==> config.mk <==
export PLATFORM = sky130hd
export DESIGN_NAME = ctrl_pipe_unit_flat
export DESIGN_NICKNAME = d
export VERILOG_FILES = /design/src/rtl/ctrl_pkg.sv /design/src/rtl/ctrl_pipe_unit_if.sv /design/src/rtl/ctrl_decode.sv /design/src/rtl/ctrl_pipe_unit.sv /design/src/flat_wrapper.sv
export SDC_FILE = /design/constraint.sdc
export NUM_CORES = 1
export LEC_CHECK = 0
export BUFFER_PORTS_ARGS = -buffer_cell sky130_fd_sc_hd__buf_2
export CORE_MARGIN = 2
export CORE_UTILIZATION = 55
export DETAILED_ROUTE_END_ITERATION = 8
export PLACE_DENSITY = 0.83
export SLEW_MARGIN = 15
export SYNTH_ARGS = -nofsm -noshare
export SYNTH_HDL_FRONTEND = slang
export SYNTH_SLANG_ARGS = --single-unit
==> constraint.sdc <==
create_clock -name clk -period 3.2 [get_ports clk]
set_input_delay 0.16 -clock clk [delete_from_list [all_inputs] [get_ports clk]]
set_output_delay 0.16 -clock clk [all_outputs]
set_load 0.01 [all_outputs]
==> src/rtl/ctrl_pkg.sv <==
// ctrl_pkg: shared definitions for the pipelined control unit.
//   - opcode class constants used by the decoder
//   - bit positions of each field inside the ID/EX control word
//   - narrower per-stage words for EX/MEM and MEM/WB plus the helpers
//     that project a wider word onto the next stage
package ctrl_pkg;

  // Opcode classes (bit 5 = MSB). Prefixes are matched on the top bits.
  localparam logic [2:0] OP_LOAD_PFX   = 3'b100;    // 100xxx
  localparam logic [2:0] OP_STORE_PFX  = 3'b101;    // 101xxx
  localparam logic [2:0] OP_ITYPE_PFX  = 3'b001;    // 001xxx
  localparam logic [4:0] OP_BRANCH_PFX = 5'b00010;  // 00010x
  localparam logic [5:0] OP_RTYPE      = 6'b000000;
  localparam logic [5:0] OP_JUMP       = 6'b000010;

  localparam int CORE_ALUOP_W = 6;

  // Control-word field indices.
  localparam int CW_REGDST   = 0;
  localparam int CW_ALUSRC   = 1;
  localparam int CW_ALUOP_LO = 2;   // AluOp occupies [7:2]
  localparam int CW_MEMREAD  = 8;
  localparam int CW_MEMWRITE = 9;
  localparam int CW_MEMTOREG = 10;
  localparam int CW_REGWRITE = 11;
  localparam int CW_BRANCH   = 12;
  localparam int CW_JUMP     = 13;
  localparam int CW_ILLEGAL  = 14;
  localparam int CW_W        = 15;

  typedef logic [CW_W-1:0] cw_t;

  localparam cw_t CW_BUBBLE = '0;

  typedef struct packed {
    logic branch;
    logic jump;
    logic memread;
    logic memwrite;
    logic regwrite;
    logic memtoreg;
  } mem_cw_t;

  typedef struct packed {
    logic regwrite;
    logic memtoreg;
  } wb_cw_t;

  // EX-only fields (RegDst, ALUSrc, AluOp, illegal) are dropped here, so
  // the illegal flag never travels past EX.
  function automatic mem_cw_t to_mem(input cw_t cw);
    mem_cw_t m;
    m.branch   = cw[CW_BRANCH];
    m.jump     = cw[CW_JUMP];
    m.memread  = cw[CW_MEMREAD];
    m.memwrite = cw[CW_MEMWRITE];
    m.regwrite = cw[CW_REGWRITE];
    m.memtoreg = cw[CW_MEMTOREG];
    return m;
  endfunction

  function automatic wb_cw_t to_wb(input mem_cw_t m);
    wb_cw_t w;
    w.regwrite = m.regwrite;
    w.memtoreg = m.memtoreg;
    return w;
  endfunction

endpackage

==> src/rtl/ctrl_pipe_unit_if.sv <==
// ctrl_pipe_unit_if: handshake/control bundle of the pipelined control unit.
//   master: drives ena, flush, opcode, id_rs, id_rt; sees all outputs
//   slave : the control unit itself
interface ctrl_pipe_unit_if #(
  parameter int ALUOP_W = 6,
  parameter int REG_AW  = 5
);
  logic               ena;
  logic               flush;
  logic [5:0]         opcode;
  logic [REG_AW-1:0]  id_rs;
  logic [REG_AW-1:0]  id_rt;
  logic               load_use_stall;
  logic               ex_RegDst;
  logic               ex_ALUSrc;
  logic [ALUOP_W-1:0] ex_AluOp;
  logic               ex_illegal;
  logic               mem_Branch;
  logic               mem_Jump;
  logic               mem_MemRead;
  logic               mem_MemWrite;
  logic               wb_RegWrite;
  logic               wb_MemtoReg;

  modport master (
    output ena, flush, opcode, id_rs, id_rt,
    input  load_use_stall, ex_RegDst, ex_ALUSrc, ex_AluOp, ex_illegal,
           mem_Branch, mem_Jump, mem_MemRead, mem_MemWrite,
           wb_RegWrite, wb_MemtoReg
  );

  modport slave (
    input  ena, flush, opcode, id_rs, id_rt,
    output load_use_stall, ex_RegDst, ex_ALUSrc, ex_AluOp, ex_illegal,
           mem_Branch, mem_Jump, mem_MemRead, mem_MemWrite,
           wb_RegWrite, wb_MemtoReg
  );
endinterface

==> src/rtl/ctrl_decode.sv <==
// ctrl_decode: combinational opcode -> control word.
//   opcode  : 6-bit ID-stage opcode
//   cw      : full control word (illegal bit at CW_ILLEGAL; all other
//             fields 0 when illegal)
//   uses_rt : ID op reads rt as a source (r_type, store, branch)
module ctrl_decode
  import ctrl_pkg::*;
(
  input  logic [5:0] opcode,
  output cw_t        cw,
  output logic       uses_rt
);
  logic is_ld, is_st, is_it, is_br, is_rt, is_jp;

  always_comb begin
    is_ld = (opcode[5:3] == OP_LOAD_PFX);
    is_st = (opcode[5:3] == OP_STORE_PFX);
    is_it = (opcode[5:3] == OP_ITYPE_PFX);
    is_br = (opcode[5:1] == OP_BRANCH_PFX);
    is_rt = (opcode == OP_RTYPE);
    is_jp = (opcode == OP_JUMP);

    cw = CW_BUBBLE;
    if (is_ld | is_st | is_it | is_br | is_rt | is_jp) begin
      cw[CW_REGDST]   = is_rt;
      cw[CW_ALUSRC]   = is_ld | is_st | is_it;
      cw[CW_MEMREAD]  = is_ld;
      cw[CW_MEMWRITE] = is_st;
      cw[CW_MEMTOREG] = is_ld;
      cw[CW_REGWRITE] = is_ld | is_rt | is_it;
      cw[CW_BRANCH]   = is_br;
      cw[CW_JUMP]     = is_jp;
      cw[CW_ALUOP_LO +: CORE_ALUOP_W] = {opcode[3] & ~opcode[5], opcode[2:0],
                                         is_rt | is_it, is_br | is_it};
    end else begin
      cw[CW_ILLEGAL] = 1'b1;
    end

    uses_rt = is_rt | is_st | is_br;
  end
endmodule

==> src/rtl/ctrl_pipe_unit.sv <==
// ctrl_pipe_unit: decodes the ID opcode and carries the control word
// through ID/EX, EX/MEM and MEM/WB, with load-use bubble insertion,
// branch/jump flush and illegal-opcode flagging.
//   clk, rst : rising-edge clock, asynchronous active-high reset
//   bus      : ctrl_pipe_unit_if.slave (ena/flush/opcode/id_rs/id_rt in;
//              load_use_stall, ex_*, mem_*, wb_* out)
module ctrl_pipe_unit
  import ctrl_pkg::*;
#(
  parameter int ALUOP_W   = 6,
  parameter int REG_AW    = 5,
  parameter bit HAZARD_EN = 1'b1
) (
  input  logic            clk,
  input  logic            rst,
  ctrl_pipe_unit_if.slave bus
);
  cw_t     dec_cw;
  logic    dec_uses_rt;
  cw_t     idex;
  mem_cw_t exmem;
  wb_cw_t  memwb;
  logic    stall;

  ctrl_decode u_dec (
    .opcode  (bus.opcode),
    .cw      (dec_cw),
    .uses_rt (dec_uses_rt)
  );

  generate
    if (HAZARD_EN) begin : g_haz
      logic [REG_AW-1:0] ex_rt;

      // Load in EX whose destination (rt) is a source of the ID op.
      // Not qualified by flush: upstream gives flush priority.
      assign stall = bus.ena & idex[CW_MEMREAD] &
                     ((ex_rt == bus.id_rs) | (dec_uses_rt & (ex_rt == bus.id_rt)));

      // ex_rt only matters while a load sits in EX, so it follows the
      // decoded op and simply holds across bubbles.
      always_ff @(posedge clk or posedge rst) begin
        if (rst)                                   ex_rt <= '0;
        else if (bus.ena && !bus.flush && !stall)  ex_rt <= bus.id_rt;
      end
    end else begin : g_nohaz
      logic unused_haz;
      assign unused_haz = ^{dec_uses_rt, bus.id_rs, bus.id_rt};
      assign stall = 1'b0;
    end
  endgenerate

  assign bus.load_use_stall = stall;

  always_ff @(posedge clk or posedge rst) begin
    if (rst) begin
      idex  <= CW_BUBBLE;
      exmem <= '0;
      memwb <= '0;
    end else if (bus.ena) begin
      // MEM/WB always advances: a flushing branch still completes.
      memwb <= to_wb(exmem);
      if (bus.flush) begin
        idex  <= CW_BUBBLE;
        exmem <= '0;
      end else begin
        exmem <= to_mem(idex);
        idex  <= stall ? CW_BUBBLE : dec_cw;
      end
    end
  end

  assign bus.ex_RegDst  = idex[CW_REGDST];
  assign bus.ex_ALUSrc  = idex[CW_ALUSRC];
  assign bus.ex_illegal = idex[CW_ILLEGAL];

  always_comb begin
    bus.ex_AluOp = '0;
    bus.ex_AluOp[CORE_ALUOP_W-1:0] = idex[CW_ALUOP_LO +: CORE_ALUOP_W];
  end

  assign bus.mem_Branch   = exmem.branch;
  assign bus.mem_Jump     = exmem.jump;
  assign bus.mem_MemRead  = exmem.memread;
  assign bus.mem_MemWrite = exmem.memwrite;
  assign bus.wb_RegWrite  = memwb.regwrite;
  assign bus.wb_MemtoReg  = memwb.memtoreg;
endmodule

==> src/flat_wrapper.sv <==
// flat-port wrapper written by rule: the top's interface ports become plain ports
module ctrl_pipe_unit_flat import ctrl_pkg::*;
#(
  parameter int ALUOP_W   = 6,
  parameter int REG_AW    = 5,
  parameter bit HAZARD_EN = 1'b1
)
  (clk, rst, bus_ena, bus_flush, bus_opcode, bus_id_rs, bus_id_rt, bus_load_use_stall, bus_ex_RegDst, bus_ex_ALUSrc, bus_ex_AluOp, bus_ex_illegal, bus_mem_Branch, bus_mem_Jump, bus_mem_MemRead, bus_mem_MemWrite, bus_wb_RegWrite, bus_wb_MemtoReg);
  ctrl_pipe_unit_if #(.ALUOP_W(ALUOP_W), .REG_AW(REG_AW)) bus_i ();
  input  logic clk;
  input  logic rst;
  input wire logic [$bits(bus_i.ena)-1:0] bus_ena;
  input wire logic [$bits(bus_i.flush)-1:0] bus_flush;
  input wire logic [$bits(bus_i.opcode)-1:0] bus_opcode;
  input wire logic [$bits(bus_i.id_rs)-1:0] bus_id_rs;
  input wire logic [$bits(bus_i.id_rt)-1:0] bus_id_rt;
  output wire logic [$bits(bus_i.load_use_stall)-1:0] bus_load_use_stall;
  output wire logic [$bits(bus_i.ex_RegDst)-1:0] bus_ex_RegDst;
  output wire logic [$bits(bus_i.ex_ALUSrc)-1:0] bus_ex_ALUSrc;
  output wire logic [$bits(bus_i.ex_AluOp)-1:0] bus_ex_AluOp;
  output wire logic [$bits(bus_i.ex_illegal)-1:0] bus_ex_illegal;
  output wire logic [$bits(bus_i.mem_Branch)-1:0] bus_mem_Branch;
  output wire logic [$bits(bus_i.mem_Jump)-1:0] bus_mem_Jump;
  output wire logic [$bits(bus_i.mem_MemRead)-1:0] bus_mem_MemRead;
  output wire logic [$bits(bus_i.mem_MemWrite)-1:0] bus_mem_MemWrite;
  output wire logic [$bits(bus_i.wb_RegWrite)-1:0] bus_wb_RegWrite;
  output wire logic [$bits(bus_i.wb_MemtoReg)-1:0] bus_wb_MemtoReg;
  assign bus_i.ena = bus_ena;
  assign bus_i.flush = bus_flush;
  assign bus_i.opcode = bus_opcode;
  assign bus_i.id_rs = bus_id_rs;
  assign bus_i.id_rt = bus_id_rt;
  assign bus_load_use_stall = bus_i.load_use_stall;
  assign bus_ex_RegDst = bus_i.ex_RegDst;
  assign bus_ex_ALUSrc = bus_i.ex_ALUSrc;
  assign bus_ex_AluOp = bus_i.ex_AluOp;
  assign bus_ex_illegal = bus_i.ex_illegal;
  assign bus_mem_Branch = bus_i.mem_Branch;
  assign bus_mem_Jump = bus_i.mem_Jump;
  assign bus_mem_MemRead = bus_i.mem_MemRead;
  assign bus_mem_MemWrite = bus_i.mem_MemWrite;
  assign bus_wb_RegWrite = bus_i.wb_RegWrite;
  assign bus_wb_MemtoReg = bus_i.wb_MemtoReg;
  ctrl_pipe_unit #(.ALUOP_W(ALUOP_W), .REG_AW(REG_AW), .HAZARD_EN(HAZARD_EN)) u_core (.clk(clk), .rst(rst), .bus(bus_i));
endmodule
# ---- Word-level counts from Yosys, hierarchy flattened
# Index checks and enable logic that the tools add are counted.
dict set report totals {
  ff_bits 28
  input_bits 20
  output_inout_bits 16
  wordCells 44
}
dict set report op_classes {
  eq_ne 7
  muxes 5
  bitwise 17
  reduce_logical 5
}
# cell n
set ops {}
lappend ops {{$mux 15} 2}
lappend ops {{$mux 14} 1}
lappend ops {{$or 1x1->1} 12}
lappend ops {{$eq 5x5->1} 2}
lappend ops {{$eq 3x3->1 const B} 2}
lappend ops {{$eq 6x2->1 const B} 1}
lappend ops {{$logic_not 6->1} 1}
lappend ops {{$mux 6} 1}
lappend ops {{$eq 5x2->1 const B} 1}
lappend ops {{$and 1x1->1} 4}
lappend ops {{$eq 3x1->1 const B} 1}
lappend ops {{$logic_and 1x1->1} 2}
lappend ops {{$logic_not 1->1} 2}
lappend ops {{$mux 1} 1}
lappend ops {{$not 1->1} 1}

# ---- Longest topological paths before layout
# Gate-level depths: netlist of run 1.
dict set report depth {
  word_depth 9
  mapped_depth 6
  depth_no_buf 5
}

# ---- Cells and area by module
# A second synthesis of run 1 with hierarchy kept.
dict set report hier_totals {
  cells_unflattened 164
  hier_area_um2 1541.5
}
# module instances cells_each area_per_inst_um2 seq_area_each_um2
set modules_own_cells {}
lappend modules_own_cells {ctrl_pipe_unit 1 132 1343.8 700.7}
lappend modules_own_cells {ctrl_decode 1 32 197.7 0.0}

# ---- Worst setup path before layout of run 1
# Ideal clock, no wire load.
dict set report synth_timing {
  path_type {register to register}
  start {register u_core.g_haz.ex_rt[2]}
  end {register u_core.g_haz.ex_rt[0]}
  setup_ns 0.125
  arrival_ns 1.853
  required_time_ns 3.075
  setup_slack_ns 1.222
  stages_incl_launch_ff 7
  path_buffers 1
  period_less_slack_ns 1.978
  cell_sequence {dfrtp_1 -> xor2_1 -> or4_4 -> a211oi_4 -> a21oi_2 -> buf_6 -> mux2_4}
}
dict set report synth_via {
  elab_chain_len 6
  elab_cells_between_ends 7
  cone_classes {2 x eq/ne; 3 x bitwise; 2 x reduce/logical}
}
# element line_no
set synth_rtl {}
lappend synth_rtl {{from (decl)} ctrl_pipe_unit.sv:33} ;# logic [REG_AW-1:0] ex_rt;
lappend synth_rtl {{from (signal assigned)} ctrl_pipe_unit.sv:44} ;# else if (bus.ena && !bus.flush && !stall) ex_rt <= bus.id_rt;
lappend synth_rtl {{$eq 5x5->1} ctrl_pipe_unit.sv:38} ;# ((ex_rt == bus.id_rs) | (dec_uses_rt & (ex_rt == bus.id_rt)));
lappend synth_rtl {{$and 1x1->1} ctrl_pipe_unit.sv:38}
lappend synth_rtl {{$or 1x1->1 *} ctrl_pipe_unit.sv:38}
lappend synth_rtl {{$and 1x1->1 *} ctrl_pipe_unit.sv:37} ;# assign stall = bus.ena & idex[CW_MEMREAD] &
lappend synth_rtl {{$logic_not 1->1 *} ctrl_pipe_unit.sv:44}
lappend synth_rtl {{$logic_and 1x1->1 *} ctrl_pipe_unit.sv:44}
# Every way passes the cells marked *; elsewhere a longest branch is shown, timed or not.
# A chain may end at the register's enable or synchronous reset.

# ---- Final worst setup path of run 1
dict set report layout_timing {
  start {register u_core.g_haz.ex_rt[2]}
  end {output bus_load_use_stall}
}
dict set report layout_via {
  elab_chain_len 4
  elab_cells_between_ends 5
  cone_classes {2 x eq/ne; 3 x bitwise}
}
# element line_no
set layout_rtl {}
lappend layout_rtl {{$eq 5x5->1} ctrl_pipe_unit.sv:38}
lappend layout_rtl {{$and 1x1->1} ctrl_pipe_unit.sv:38}
lappend layout_rtl {{$or 1x1->1 *} ctrl_pipe_unit.sv:38}
lappend layout_rtl {{$and 1x1->1 *} ctrl_pipe_unit.sv:37}
lappend layout_rtl {{to (decl)} flat_wrapper.sv:17} ;# output wire logic [$bits(bus_i.load_use_stall)-1:0] bus_load_use_stall;
# Marks and branches as above.

==> results.json, run 1 <==
{
  "synth.area.top_cells": "dfrtp_1 50%, o2bb2ai_1 6.0%, xnor2_1 5.3%",
  "antenna_found_initial": 0,
  "nNetsFinal": 161,
  "netlist_area_um2": 1310,
  "dp_hpwl_mm": 1.99,
  "synth_largest_area_cell": "dfrtp_1",
  "ir_drop_mv": 0.319,
  "hold-worst-slack_ps": 18.5,
  "overflow": 0,
  "fin_skew_ps": 8.79,
  "cp.arrival_ps": 2180,
  "ys_ff_latch": 26,
  "crit_required_ps": 3040,
  "fmax_ghz": 0.427,
  "synthTopCellsByCount": "26 x dfrtp_1, 9 x nor2_1, 9 x o2bb2ai_1, 8 x xnor2_1",
  "yosysMostFrequentCell": "dfrtp_1",
  "fin_ws_ps": 859,
  "grt_pass1_wl_mm": 4.19,
  "grt_pass1_vias": 959,
  "dp_slack_ps": 1110,
  "synth_edf_count": 0,
  "maxSlewViolCount": 0,
  "start_util": 0.587,
  "drt_iter0_markers": 17,
  "status": "complete, no violations",
  "gp_congestion": 0.808,
  "clk_latency_ps": 330,
  "postLayoutCoreUtil": 0.658,
  "avgSynthCellArea_um2": 11.7,
  "fp.dieArea_um2": 2790,
  "final-hold-violation-count": 0,
  "via_per_inst": 5.81,
  "synthesis.nets": 132,
  "path_max_fanout": 3,
  "dr.pass1.iters": 4,
  "vias": 971,
  "numClockSinks": 26,
  "placed_cell_area_um2": 1450,
  "fp.dieW_um": 52.8,
  "post-cts-setup-buffers": 0,
  "p_leak_uw": 0.000706,
  "synth.distinct_cells": 36,
  "path_class": "register to output port",
  "gr-usage-all-layers": 0.212,
  "wl_mm": 2.62,
  "ctsResizeCount": 0,
  "diodes": 0,
  "syn2layout_area_growth_pct": 12.2,
  "io_buffers": 35,
  "r2r_slack_ps": 1090,
  "antenna_left": 0,
  "setup_viol": 0,
  "die_y_um": 52.8,
  "cts-root-buf": "clkbuf_4",
  "row_count": 17,
  "stdcell_area_um2": 1470,
  "worstSetupEndpointType": "output port",
  "timing.final.crit_share": 0.731,
  "fin_tns_setup_ps": 0,
  "drv_cap": 0,
  "cts_max_level": 1,
  "cts_hold_buffers": 0,
  "clk_pin_slew_ps": 130,
  "startpoint_type": "register",
  "grt_setup_unrepaired": "false",
  "ys.flop_type": "dfrtp_1",
  "synth_top_area_frac": 0.497,
  "yosys_warnings": 0,
  "cts_buffer_depth": 2,
  "worst_pin_slew_ps": 946,
  "wl_per_cell_um": 15.7,
  "tritoncts": "yes",
  "worstHoldPathType": "input port to asynchronous set/reset pin",
  "coreArea_um2": 2230,
  "syn_inst": 112,
  "grt_max_degree": 27,
  "cts_made_buffers": 3,
  "ys_seq_area_frac": 0.497,
  "async_flop_share": 1.00,
  "fin_crit_ps": 2340,
  "p_per_area_nw_per_um2": 424,
  "io_pins": 36,
  "drive_gt1_frac": 0.360,
  "drt_drc_violations_left": 0,
  "maxSlewHeadroom": 0.369
}
routing by layer:
metal,global-route usage,vias to the layer above,part of all wire
li1,-,451,-
met1,0.266,477,0.43
met2,0.344,35,0.49
met3,0.0514,8,0.051
met4,0.0983,0,0.024
met5,0,-,0
through the flow:
step | power [µW] | cells
2_1_floorplan | 457 | 112
3_3_place_gp | 486 | 164
3_5_place_dp | 493 | 164
4_1_cts | 628 | 167
5_1_grt | 653 | 167
6_report | 623 | 167
cell type report:
| cell class | count | area, µm² |
|---|---|---|
| clock buffer | 3 | 22.5 |
| timing repair buffer | 35 | 175 |
| inverter | 3 | 11.3 |
| fill | 202 | 763 |
| tap | 28 | 35.0 |
| sequential | 26 | 651 |
| multi-input combinational | 72 | 576 |
worst paths after layout:
path	start	to	cells after the start
setup reg to reg	u_core.g_haz.ex_rt[2]	u_core.g_haz.ex_rt[4]	5
hold / removal	rst	u_core.bus.wb_RegWrite	2
hold reg to reg	u_core.idex[1]	u_core.idex[1]	1
min in group clk	bus_flush	u_core.bus.mem_Jump	2
setup / recovery	u_core.g_haz.ex_rt[2]	bus_load_use_stall	6
max in group asynchronous	rst	u_core.idex[13]	2
where the power goes:
part	switching [µW]	internal (µW)	total, µW
sequential	18.4	349	367
combinational	61.0	58.2	119
clock	93.1	44.2	137
flip-flops by register name, summed over array words and instances, names as in the netlist:
register                 count
u_core.bus.mem_Jump          1
u_core.bus.mem_Branch        1
u_core.idex                 14
u_core.exmem                 2
u_core.g_haz.ex_rt           5
u_core.bus.wb_RegWrite       1
u_core.bus.wb_MemtoReg       1
u_core.bus.mem_MemWrite      1
cell usage in the layout, fill, tap and decap left out, types with 3 or more instances in the layout:
cell type	Yosys	final
a22o_1	6	6
a32o_1	3	3
buf_2	1	35
clkbuf_4	0	3
dfrtp_1	26	26
inv_1	3	3
mux2_4	4	4
nand2_1	5	5
nor2_1	9	9
o2bb2ai_1	9	9
xnor2_1	8	8
xor2_1	3	3
cell families (layout without fill, tap and decap cells):
| group | after synthesis | in the layout | synth area share |
|---|---|---|---|
| XOR/XNOR | 11 | 11 | 0.0735 |
| flip-flops | 26 | 26 | 0.497 |
| AND/OR/NAND/NOR | 26 | 26 | 0.107 |
| AO/OA/AOI/OAI | 28 | 28 | 0.187 |
| multiplexers | 7 | 7 | 0.0716 |
| buffers and inverters | 14 | 41 | 0.0640 |
worst max-delay path, stage by stage, from the launching register on:
cell and delay, ps:
dfrtp_1 460, xor2_1 190, or4_4 530, a211oi_4 270, nor2_1 70, nor3_1 170, buf_2 170
Power figures use the tool's default switching activity.
==> run 2: changes to the inputs <==
--- a/config.mk
+++ b/config.mk
@@ -7,9 +7,9 @@
 export LEC_CHECK = 0
 export BUFFER_PORTS_ARGS = -buffer_cell sky130_fd_sc_hd__buf_2
 export CORE_MARGIN = 2
-export CORE_UTILIZATION = 55
+export CORE_UTILIZATION = 51
 export DETAILED_ROUTE_END_ITERATION = 8
-export PLACE_DENSITY = 0.83
+export PLACE_DENSITY = 0.78
 export SLEW_MARGIN = 15
 export SYNTH_ARGS = -nofsm -noshare
 export SYNTH_HDL_FRONTEND = slang
==> constraint.sdc (replaced) <==
create_clock -name clk -period 2.2 [get_ports clk]
set_input_delay 0.11 -clock clk [delete_from_list [all_inputs] [get_ports clk]]
set_output_delay 0.11 -clock clk [all_outputs]
set_load 0.01 [all_outputs]
==> results.json, run 2 (synthesized netlist as in run 1, its figures left out) <==
{
  "numClockSinks": 26,
  "syn2layout_area_growth_pct": 17.3,
  "grt_max_degree": 27,
  "coreArea_um2": 2450,
  "cts_buffer_depth": 2,
  "fin_crit_ps": 2090,
  "cts-root-buf": "clkbuf_4",
  "largest_reg_flops": 14,
  "status": "complete, no violations",
  "p_sw_uw": 253,
  "die_y_um": 54.7,
  "tritoncts": "yes",
  "regMostFlops": "u_core.idex",
  "p_per_area_nw_per_um2": 621,
  "cp_cell_sequence": "xor2_1 > or4_4 > a211oi_4 > nor2_1 > nor3_1 > buf_2",
  "overflow": 0,
  "drt_iter0_markers": 14,
  "grt_pass1_vias": 940,
  "seqPwrFrac": 0.558,
  "final_cell_mix": "35 x buf_2, 26 x dfrtp_1, 9 x nor2_1, 9 x o2bb2ai_1, 8 x xnor2_1",
  "total_power_uw": 954,
  "reg_top3": "u_core.idex x14, u_core.g_haz.ex_rt x5, u_core.exmem x2",
  "startpoint_type": "register",
  "layout_commonest_cell": "buf_2",
  "cp.arrival_ps": 1980,
  "worstHoldPathType": "input port to register",
  "p_comb_frac": 0.192,
  "fmax_ghz": 0.478,
  "maxSlewViolCount": 0,
  "ctsResizeCount": 0,
  "fin_ws_ps": 108,
  "wl_per_cell_um": 15.4,
  "fin_skew_ps": 3.24,
  "via_per_inst": 5.40,
  "vias": 950,
  "wl_mm": 2.71,
  "gp_congestion": 0.844,
  "drive_gt1_frac": 0.377,
  "final-hold-violation-count": 0,
  "cts_max_level": 1,
  "drv_cap": 0,
  "clk_latency_ps": 320,
  "row_count": 18,
  "crit_required_ps": 2090,
  "clk_pin_slew_ps": 140,
  "antenna_found_initial": 0,
  "diodes": 0,
  "fin_tns_setup_ps": 0,
  "antenna_left": 0,
  "setup_viol": 0,
  "path_max_fanout": 2,
  "worstSetupEndpointType": "output port",
  "internal_power_uw": 701,
  "p_clk_frac": 0.250,
  "postLayoutCoreUtil": 0.626,
  "cts_made_buffers": 3,
  "switching_share": 0.265,
  "nNetsFinal": 167,
  "path_class": "register to output port",
  "p_leak_uw": 0.000741,
  "dr.pass1.iters": 4,
  "ir_drop_mv": 0.401,
  "start_util": 0.534,
  "dp_slack_ps": 128,
  "gr-usage-all-layers": 0.194,
  "fp.dieArea_um2": 2990,
  "dp_hpwl_mm": 1.99,
  "critPathMaxStageDelay_ps": 520,
  "cp_slowest_cell": "or4_4",
  "io_buffers": 35,
  "drt_drc_violations_left": 0,
  "hold-worst-slack_ps": 38.8,
  "maxSlewHeadroom": 0.571,
  "grt_setup_unrepaired": "false",
  "fp.dieW_um": 54.7,
  "timing.final.crit_share": 0.951,
  "grt_pass1_wl_mm": 4.10,
  "worst_pin_slew_ps": 644,
  "io_pins": 36
}
## run 2: cell count changes in the layout (fill, tap and decap cells not counted)
cell,previous run,this run
clkbuf_8,0,1
buf_4,0,4
dlygate4sd3_1,0,2
## run 2: what timing repair did
item,CTS,global route
pin swaps,0,1
hold endpoints to repair,28,0
buffers inserted,1,1
hold buffers,2,0
endpoints found under the setup margin,1,1
## run 2: area by class of cell
cell class	count	area (µm²)
clock buffer	4	36.3
fill	219	918
inverter	3	11.3
multi-input combinational	72	576
sequential	26	651
tap	30	37.5
timing repair buffer	41	225
## run 2: path summary, 6_finish.rpt
kind                                               to  slack (ps)  cells after the start             startpoint
worst max-delay path               bus_load_use_stall         110                      6  u_core.g_haz.ex_rt[2]
worst min-delay path            u_core.g_haz.ex_rt[2]          40                      2           bus_id_rt[2]
worst max register to register  u_core.g_haz.ex_rt[4]         150                      6  u_core.g_haz.ex_rt[2]
worst min register to register         u_core.idex[1]         500                      1         u_core.idex[1]
max in group asynchronous         u_core.bus.mem_Jump        1580                      4                    rst
min in group asynchronous       u_core.g_haz.ex_rt[2]         380                      4                    rst
## run 2: per-layer routing
layer  share of wire  GRT usage  vias up
met3           0.037     0.0246        6
met2            0.54      0.333       21
met5               0          0        -
met1            0.40      0.241      456
li1                -          -      467
met4           0.017     0.0833        0
## run 2: power groups by stage
stage / Combinational (µW) / Clock (µW) / Sequential, µW
6_report: 183 / 239 / 532
5_1_grt: 202 / 265 / 536
4_1_cts: 185 / 247 / 532
3_5_place_dp: 177 / 0 / 542
3_3_place_gp: 170 / 0 / 539
2_1_floorplan: 126 / 0 / 539
## run 2: through the flow
stage / cell area, µm² / std cells
finish: 1540 / 176
global route: 1540 / 176
CTS: 1530 / 175
detailed placement: 1470 / 168
global placement: 1470 / 168
floorplan: 1310 / 112
## run 2: worst max-delay path: cells and delay by family, from the launching register on
kind	cells	cell delay, ps
buffers and inverters	1	160
AND/OR/NAND/NOR	3	730
flip-flops	1	420
XOR/XNOR	1	170
AO/OA/AOI/OAI	1	180
==> run 3: changes to the inputs <==
--- a/config.mk
+++ b/config.mk
@@ -5,11 +5,11 @@
 export SDC_FILE = /design/constraint.sdc
 export NUM_CORES = 1
 export LEC_CHECK = 0
-export BUFFER_PORTS_ARGS = -buffer_cell sky130_fd_sc_hd__buf_2
 export CORE_MARGIN = 2
-export CORE_UTILIZATION = 51
+export CORE_UTILIZATION = 60
 export DETAILED_ROUTE_END_ITERATION = 8
-export PLACE_DENSITY = 0.78
+export DONT_BUFFER_PORTS = 1
+export PLACE_DENSITY = 0.76
 export SLEW_MARGIN = 15
 export SYNTH_ARGS = -nofsm -noshare
 export SYNTH_HDL_FRONTEND = slang
==> results.json, run 3 (synthesized netlist as in run 1, its figures left out) <==
{
  "p_sw_uw": 249,
  "startpoint_type": "register",
  "cts_made_buffers": 3,
  "ir_drop_mv": 0.492,
  "final-hold-violation-count": 0,
  "start_util": 0.654,
  "vias": 945,
  "numClockSinks": 26,
  "hold-worst-slack_ps": 28.8,
  "regMostFlops": "u_core.idex",
  "die_y_um": 50.7,
  "cts_buffer_depth": 2,
  "io_buffers": 0,
  "diodes": 0,
  "tritoncts": "yes",
  "maxSlewHeadroom": 0.340,
  "clk_pin_slew_ps": 150,
  "via_per_inst": 6.18,
  "cts_max_level": 1,
  "grt_max_degree": 27,
  "p_comb_frac": 0.168,
  "drt_drc_violations_left": 0,
  "fmax_ghz": 0.466,
  "top_usage_layer": "met2",
  "syn2layout_area_growth_pct": 15.5,
  "maxSlewViolCount": 0,
  "antenna_left": 0,
  "wl_per_cell_um": 18.5,
  "grt_setup_unrepaired": "false",
  "cp_cell_sequence": "xor2_1 > or4_4 > a211oi_4 > buf_4 > a21oi_2 > mux2_4",
  "p_per_area_nw_per_um2": 626,
  "grt_pass1_vias": 1023,
  "gp_congestion": 0.778,
  "clk_latency_ps": 330,
  "nFillCells": 131,
  "row_count": 16,
  "antenna_found_initial": 0,
  "drv_cap": 0,
  "switching_share": 0.263,
  "io_pins": 36,
  "status": "complete, no violations",
  "fp.dieArea_um2": 2570,
  "dp_hpwl_mm": 1.78,
  "cts-root-buf": "clkbuf_4",
  "crit_required_ps": 2420,
  "fin_crit_ps": 2140,
  "grt_pass1_wl_mm": 4.73,
  "path_max_fanout": 11,
  "drt_iter0_markers": 11,
  "seqPwrFrac": 0.569,
  "critPathMaxStageDelay_ps": 520,
  "cp_slowest_cell": "or4_4",
  "p_clk_frac": 0.262,
  "internal_power_uw": 698,
  "largest_reg_flops": 14,
  "drive_gt1_frac": 0.167,
  "overflow": 0,
  "reg_top3": "u_core.idex x14, u_core.g_haz.ex_rt x5, u_core.exmem x2",
  "fin_tns_setup_ps": 0,
  "timing.final.crit_share": 0.975,
  "globalRouteMet3Util": 0.0595,
  "worst_pin_slew_ps": 989,
  "grt_util_met1": 0.303,
  "cp.arrival_ps": 2370,
  "coreArea_um2": 2000,
  "path_class": "register to register",
  "p_leak_uw": 0.000642,
  "wl_mm": 2.83,
  "fin_skew_ps": 13.7,
  "layout_commonest_cell": "dfrtp_1",
  "worstHoldPathType": "input port to register",
  "final_cell_mix": "26 x dfrtp_1, 17 x dlygate4sd3_1, 9 x nor2_1, 9 x o2bb2ai_1, 8 x xnor2_1",
  "dr.pass1.iters": 4,
  "nNetsFinal": 147,
  "setup_viol": 0,
  "fp.dieW_um": 50.7,
  "worstSetupEndpointType": "register",
  "gr-usage-all-layers": 0.246,
  "met2_usage": 0.414
}
[run 3: repair_timing]
action / in CTS / in global routing
pin swaps: 0 / 2
buffers inserted: 0 / 3
endpoints found under the setup margin: 1 / 1
resized for setup: 1 / 0
hold endpoints to repair: 45 / 0
hold buffers: 17 / 0
[run 3: final cells by class]
class / count / area [µm²] / area share
flip-flops and latches: 26 / 651 / 0.430
multi-input cells: 72 / 581 / 0.384
repair buffers: 21 / 200 / 0.132
well taps: 27 / 33.8 / 0.0223
clock buffers: 4 / 36.3 / 0.0240
inverters: 3 / 11.3 / 0.00744
[run 3: power by group through the flow]
stage	clock network (µW)	logic [µW]	registers [µW]
after global routing	266	176	544
after CTS	254	154	540
after floorplan	0	126	539
after global placement	0	122	547
final	248	159	539
after detailed placement	0	126	549
[run 3: worst paths after layout]
kind / start / endpoint / slack, ps / cells after the start
hold reg to reg: u_core.idex[9] / u_core.idex[9] / 510 / 1
hold / removal: bus_opcode[1] / u_core.idex[14] / 30 / 2
min in group asynchronous: rst / u_core.g_haz.ex_rt[4] / 430 / 2
max in group asynchronous: rst / u_core.exmem[1] / 1150 / 2
setup / recovery: u_core.g_haz.ex_rt[2] / u_core.g_haz.ex_rt[1] / 60 / 6
setup reg to reg: u_core.g_haz.ex_rt[2] / u_core.g_haz.ex_rt[1] / 60 / 6
[run 3: worst max-delay path, delay by kind of cell, from the launching register on]
| kind | cells | cell delay, ps |
|---|---|---|
| and+or+nand+nor | 1 | 520 |
| DFF | 1 | 440 |
| AOI/OAI and AO/OA | 2 | 370 |
| muxes | 1 | 350 |
| xor gates and xnor gates | 1 | 170 |
| buffers and inverters | 1 | 170 |
[run 3: through the flow]
stage / instance area (µm²) / util / setup slack (ps) / cells / power [µW]
2_1_floorplan: 1310 / - / 222 / 112 / 665
3_3_place_gp: 1280 / 0.639 / 181 / 129 / 669
3_5_place_dp: 1280 / 0.639 / 118 / 129 / 676
4_1_cts: 1490 / 0.744 / 30.4 / 150 / 948
5_1_grt: 1510 / 0.756 / 12.4 / 153 / 986
6_report: 1510 / 0.756 / 55.9 / 153 / 947
[run 3: layer usage]
metal	wire length, µm	vias to the layer above
li1	-	425
met1	1140	461
met5	0	-
met4	65	0
met3	232	9
met2	1380	50
